## config.mk

```make
export PLATFORM = sky130hd
export DESIGN_NAME = de2_70_nios_oci_dct_ctrl
export DESIGN_NICKNAME = d
export VERILOG_FILES = /design/src/rtl/de2_70_nios_oci_dct_ctrl.sv
export SDC_FILE = /design/constraint.sdc
export NUM_CORES = 1
export LEC_CHECK = 0
export BUFFER_PORTS_ARGS = -buffer_cell sky130_fd_sc_hd__buf_2
export CAP_MARGIN = 20
export CORE_MARGIN = 1.5
export CORE_UTILIZATION = 45
export CTS_CLUSTER_SIZE = 20
export DETAILED_ROUTE_END_ITERATION = 8
export PLACE_DENSITY_LB_ADDON = 0.05
export SKIP_CTS_REPAIR_TIMING = 1
export SLEW_MARGIN = 20
export SYNTH_ARGS = -nofsm -noshare
export SYNTH_HDL_FRONTEND = slang
export SYNTH_SLANG_ARGS = --single-unit
```

## constraint.sdc

```tcl
create_clock -name clk -period 2.7 [get_ports clk]
set_clock_uncertainty 0.05 [all_clocks]
set_input_delay 0.54 -clock clk [delete_from_list [all_inputs] [get_ports clk]]
set_output_delay 0.54 -clock clk [all_outputs]
set_load 0.1 [all_outputs]
```

## src/rtl/de2_70_nios_oci_dct_ctrl.sv

```systemverilog
// rtl/de2_70_nios_oci_dct_ctrl.sv - OCI DCT trace sequencer: arm/trigger/stop FSM, frame packer, drain register
module de2_70_nios_oci_dct_ctrl #(
   parameter int SLOT_W = 10,
   parameter int SLOTS  = 3,
   parameter int CNT_W  = 4,
   parameter int FCNT_W = 16,
   parameter int BUF_W  = SLOT_W * SLOTS
) (
   input  logic              clk,
   input  logic              reset_n,
   input  logic              arm,
   input  logic              trig,
   input  logic              stop,
   input  logic              frm_valid,
   input  logic [SLOT_W-1:0] frm_data,
   output logic              frm_ready,
   output logic              out_valid,
   output logic [BUF_W-1:0]  out_data,
   output logic [CNT_W-1:0]  out_count,
   input  logic              out_ready,
   output logic [BUF_W-1:0]  dct_buffer,
   output logic [CNT_W-1:0]  dct_count,
   output logic [FCNT_W-1:0] frames_captured,
   output logic              test_ending,
   output logic              test_has_ended,
   output logic [2:0]        state
);

   typedef enum logic [2:0] {
      IDLE    = 3'd0,
      ARMED   = 3'd1,
      CAPTURE = 3'd2,
      FLUSH   = 3'd3,
      DONE    = 3'd4
   } state_t;

   localparam logic [CNT_W-1:0] LAST_SLOT = CNT_W'(SLOTS - 1);
   localparam logic [CNT_W-1:0] FULL_CNT  = CNT_W'(SLOTS);

   state_t            state_q;
   state_t            state_d;
   logic              pack;
   logic              full_load;
   logic              flush_load;
   logic              arm_clear;
   logic              out_free;
   logic [BUF_W-1:0]  buf_next;

   // The output register can take a new word when it is empty or draining this cycle.
   assign out_free = !out_valid || out_ready;

   always_ff @(posedge clk or negedge reset_n) begin
      if (!reset_n) begin
         state_q <= IDLE;
      end else begin
         state_q <= state_d;
      end
   end

   always_comb begin
      state_d    = state_q;
      frm_ready  = 1'b1;
      pack       = 1'b0;
      flush_load = 1'b0;
      arm_clear  = 1'b0;
      unique case (state_q)
         IDLE: begin
            if (arm) begin
               state_d   = ARMED;
               arm_clear = 1'b1;
            end
         end
         ARMED: begin
            if (stop) begin
               state_d = IDLE;
            end else if (trig) begin
               state_d = CAPTURE;
            end
         end
         CAPTURE: begin
            // Only stall when the incoming frame would complete a word that has nowhere to go.
            frm_ready = !((dct_count == LAST_SLOT) && out_valid && !out_ready);
            pack      = frm_valid && frm_ready;
            if (stop) begin
               state_d = FLUSH;
            end
         end
         FLUSH: begin
            frm_ready = 1'b0;
            if (dct_count != '0) begin
               if (out_free) begin
                  flush_load = 1'b1;
                  state_d    = DONE;
               end
            end else if (!out_valid) begin
               state_d = DONE;
            end
         end
         DONE: begin
            if (arm) begin
               state_d   = ARMED;
               arm_clear = 1'b1;
            end
         end
         default: begin
            state_d = IDLE;
         end
      endcase
   end

   assign full_load = pack && (dct_count == LAST_SLOT);

   always_comb begin
      buf_next = dct_buffer;
      for (int k = 0; k < SLOTS; k++) begin
         if (dct_count == CNT_W'(k)) begin
            buf_next[k*SLOT_W +: SLOT_W] = frm_data;
         end
      end
   end

   always_ff @(posedge clk or negedge reset_n) begin
      if (!reset_n) begin
         out_valid       <= 1'b0;
         out_data        <= '0;
         out_count       <= '0;
         dct_buffer      <= '0;
         dct_count       <= '0;
         frames_captured <= '0;
      end else begin
         if (full_load || flush_load) begin
            out_valid <= 1'b1;
            out_data  <= full_load ? buf_next : dct_buffer;
            out_count <= full_load ? FULL_CNT : dct_count;
         end else if (out_valid && out_ready) begin
            out_valid <= 1'b0;
         end

         // Slots above dct_count stay zero, so a flushed partial word needs no masking.
         if (full_load || flush_load) begin
            dct_buffer <= '0;
            dct_count  <= '0;
         end else if (pack) begin
            dct_buffer <= buf_next;
            dct_count  <= dct_count + CNT_W'(1);
         end

         if (arm_clear) begin
            frames_captured <= '0;
         end else if (pack && (frames_captured != {FCNT_W{1'b1}})) begin
            frames_captured <= frames_captured + FCNT_W'(1);
         end
      end
   end

   assign test_ending    = (state_q == FLUSH);
   assign test_has_ended = (state_q == DONE);
   assign state          = state_q;

endmodule

```

==> impl.org <==
** Final layout
- In the final layout, the multi-input gates occupy 1710 sq um.
- Layout cell share with drive strength beyond 1 :: 31.1%
- Area taken by flip-flops and latches :: 2200 sq um
- Fill cells in the final layout number 801.
- In the layout the commonest cells are 105 x sky130_fd_sc_hd__buf_2, 86 x sky130_fd_sc_hd__dfrtp_1, 64 x sky130_fd_sc_hd__nand2_1.
- Leaving out fill and tap cells, the most frequent cell in the layout is sky130_fd_sc_hd__buf_2.
- Area growth from synthesis to final layout :: 22.6%
- For this run, the number of standard cells in the final layout without fillers is 623.
- 0 antenna diodes ended up in the layout.
- For this run, the post-layout net count is 533.

** Setup path
- On the worst path, the slowest cell contributes a delay of 0.48 ns.
- R2r startpoint :: dct_count[1]
- Ordered list of cells on the worst path :: inv_1 -> ha_1 -> or3b_2 -> nor2_2 -> o21ai_4 -> buf_4
- The worst setup path is launched from a flop.
- The slowest stage of the critical path is the sky130_fd_sc_hd__or3b_2 cell.
- Crit-path leading delay family :: simple AND/OR/NAND/NOR gates
- For the worst setup path, the data required time is 2.11 ns.
- Register-to-Register Setup Slack :: 0.34 ns
- Launch point of the worst path :: dct_count[0]
- Data arrives at the worst endpoint at 1.99 ns.
- R2r endpoint :: out_data[22]
- Bufs and invs on worst path :: 2
- The critical path crosses 6 cells after its start point.
- Type of destination of the critical path :: output port
- Counting cells, the worst reg-to-reg path comes to 7.
- Along the worst path, the maximum fanout reaches 8.
- The critical path ends at frm_ready.
- By startpoint and endpoint, the worst setup path is classified as reg2out.

** Place
- At the end of routability-driven placement, the weighted congestion stood at 0.798.
- The count of buffers added on input and output ports is 107.
- Number of placed instances, taps included :: 608
- Detailed placement ended at an HPWL of 7.16 mm.

** Logic synthesis
- Synthesized instance count :: 399
- Number of nets in the synthesized netlist :: 421
- The synthesized netlist contains 50 unique library cells.
- The share of the Yosys chip area taken by registers is 54.2%.
- A synthesized cell averages 10.2 sq um.
- Yosys warns :: 0
- Post-synthesis sequential element count :: 88
- Summing every instance area after synthesis gives 4070 sq um.

** Routing
- The routed layout has 3,345 vias.
- Using the TritonRoute via totals, the vias-per-cell ratio works out to 5.37.
- Summed over all layers, the routed wires come to 10.1 mm.
- Antenna-violating nets left :: 0
- After detailed routing, the average wire length per cell comes to 16.2 um.
- The first detailed-routing pass ran for 4 iterations.
- For this block, the initial DRC count from the detailed router was 180.
- Detailed-route DRC error count :: 0

** CTS
- No sink is reached through more buffers than the 2 on the longest clock path.
- Clock tree synthesis found a total of 88 sinks.
- TritonCTS built the clock tree.
- Clock-pin slew was measured on the worst setup and hold paths at 0.10 ns.
- The clock reaches the later pin of the worst-skew pair after 0.36 ns.
- CTS root buffer :: sky130_fd_sc_hd__clkbuf_8
- H-tree depth reported by CTS :: 3
- Number of CTS-inserted buffers :: 9

** STA
- At the pin with the least slew margin, the transition time is 0.911 ns.
- Minimum clock period after layout :: 2.58 ns
- Setup violations remaining at the end of the flow were counted as 0.
- Unrepaired setup endpoints after global routing :: no
- Relative slew slack :: 39.0%
- The count of final hold-check violations is 0.
- Final worst-path cycle share :: 95.5%
- F_max :: 388 MHz
- The number of pins exceeding their max-slew limit in the final report is 0.

** GRT
- For this run, the total global-route usage over all layers was measured as 21.7%.
- Entering global routing, the biggest net connects 63 pins.
- The first global-routing pass estimated 16.4 mm of wire.
- Total gr overflow :: 0
- The via count of the first global-routing pass came to 3,111.
- The initial antenna violation count was 0.

** Die
- I/O pin count :: 108
- Die span in x :: 98.1 um
- Die span in y :: 98.1 um
- Die area :: 9620 sq um
- For this configuration, the core starts out at a cell density of 46.6%.
- Placeable core region :: 8720 sq um
- In this run the core area contains 34 standard-cell rows.

** Flow run
- Across the run, the number of max-cap violations was 0.

** Status
- The run finished with clean final reports.

** Min path
- Min-Delay Path Class :: in2async
-- cells by family (layout without fill, tap and decap cells) --
kind of cell	after synthesis	in the layout	synth area share, %
buf+inv	35	151	4.18
flops	88	88	54.2
fa+ha+maj	5	5	1.54
xor+xnor	11	11	2.37
compound gates	84	84	14.1
simple gates	168	168	21.6
mux	8	8	2.09
-- synthesized netlist by cell type, drive strengths merged --
master | count | area, sq um
a211oi | 1 | 7.51
a21o | 1 | 7.51
a21oi | 6 | 45.0
a221o | 10 | 100
a22oi | 18 | 135
a311oi | 1 | 15.0
and2 | 23 | 144
and3 | 3 | 18.8
and4 | 1 | 8.76
and4bb | 2 | 28.8
buf | 10 | 76.3
clkbuf | 5 | 18.8
dfrtp | 88 | 2200
ha | 5 | 62.6
inv | 20 | 75.1
mux2 | 4 | 45.0
mux2i | 4 | 40.0
nand2 | 67 | 269
nand2b | 5 | 31.3
nand3 | 10 | 50.1
nand4 | 6 | 37.5
nand4bb | 1 | 11.3
nor2 | 27 | 101
nor2b | 3 | 21.3
nor3 | 8 | 50.1
nor3b | 2 | 26.3
nor4 | 6 | 43.8
nor4bb | 1 | 10.0
o21ai | 42 | 214
o221a | 3 | 33.8
o22ai | 1 | 6.26
o311ai | 1 | 8.76
or3b | 2 | 17.5
or4 | 1 | 7.51
xnor2 | 9 | 78.8
xor2 | 2 | 17.5
-- worst min-delay path by stage --
stage	endpoint	slack, ns	cells past startpoint
6_report	frames_captured[7]	0.04	1
5_1_grt	frames_captured[7]	0.05	1
4_1_cts	frames_captured[7]	0.05	1
3_5_place_dp	frames_captured[5]	0.44	1
3_3_place_gp	frames_captured[7]	0.44	1
2_1_floorplan	dct_buffer[0]	0.19	0
-- metal layers --
layer / wire length (um) / GRT usage (%) / up-vias
li1: - / - / 1606
met1: 4990 / 33.6 / 1628
met2: 4380 / 31.1 / 99
met3: 600 / 3.51 / 12
met4: 121 / 6.92 / 0
met5: 0 / 0 / -
-- state kept, by name, summed over array words and instances (netlist names) --
signal	cells
dct_buffer	30
dct_count	4
frames_captured	16
out_count	4
out_data	30
out_valid	1
state	3
-- final cells by class --
class | count | share of cell area, %
Tap cell | 108 | 2.71
Inverter | 20 | 1.56
Clock buffer | 9 | 2.48
Multi-Input combinational cell | 276 | 34.2
Timing Repair Buffer | 116 | 12.4
Clock inverter | 6 | 2.36
Sequential cell | 88 | 44.2
-- through the flow --
stage | util, % | hold slack, ns | cell area (sq um) | worst slack [ns] | TNS, ns
2_1_floorplan | - | 0.194 | 4080 | -0.0312 | -0.0312
3_3_place_gp | 54.4 | 0.437 | 4740 | 0.420 | 0
3_5_place_dp | 54.4 | 0.439 | 4740 | 0.384 | 0
4_1_cts | 57.1 | 0.0468 | 4980 | 0.0179 | 0
5_1_grt | 57.2 | 0.0467 | 4990 | 0.0205 | 0
6_report | 57.2 | 0.0393 | 4990 | 0.121 | 0
Power is left out: the tool's default activity adds up to more than one toggle a clock period on the data nets, which glitch-free logic cannot reach.
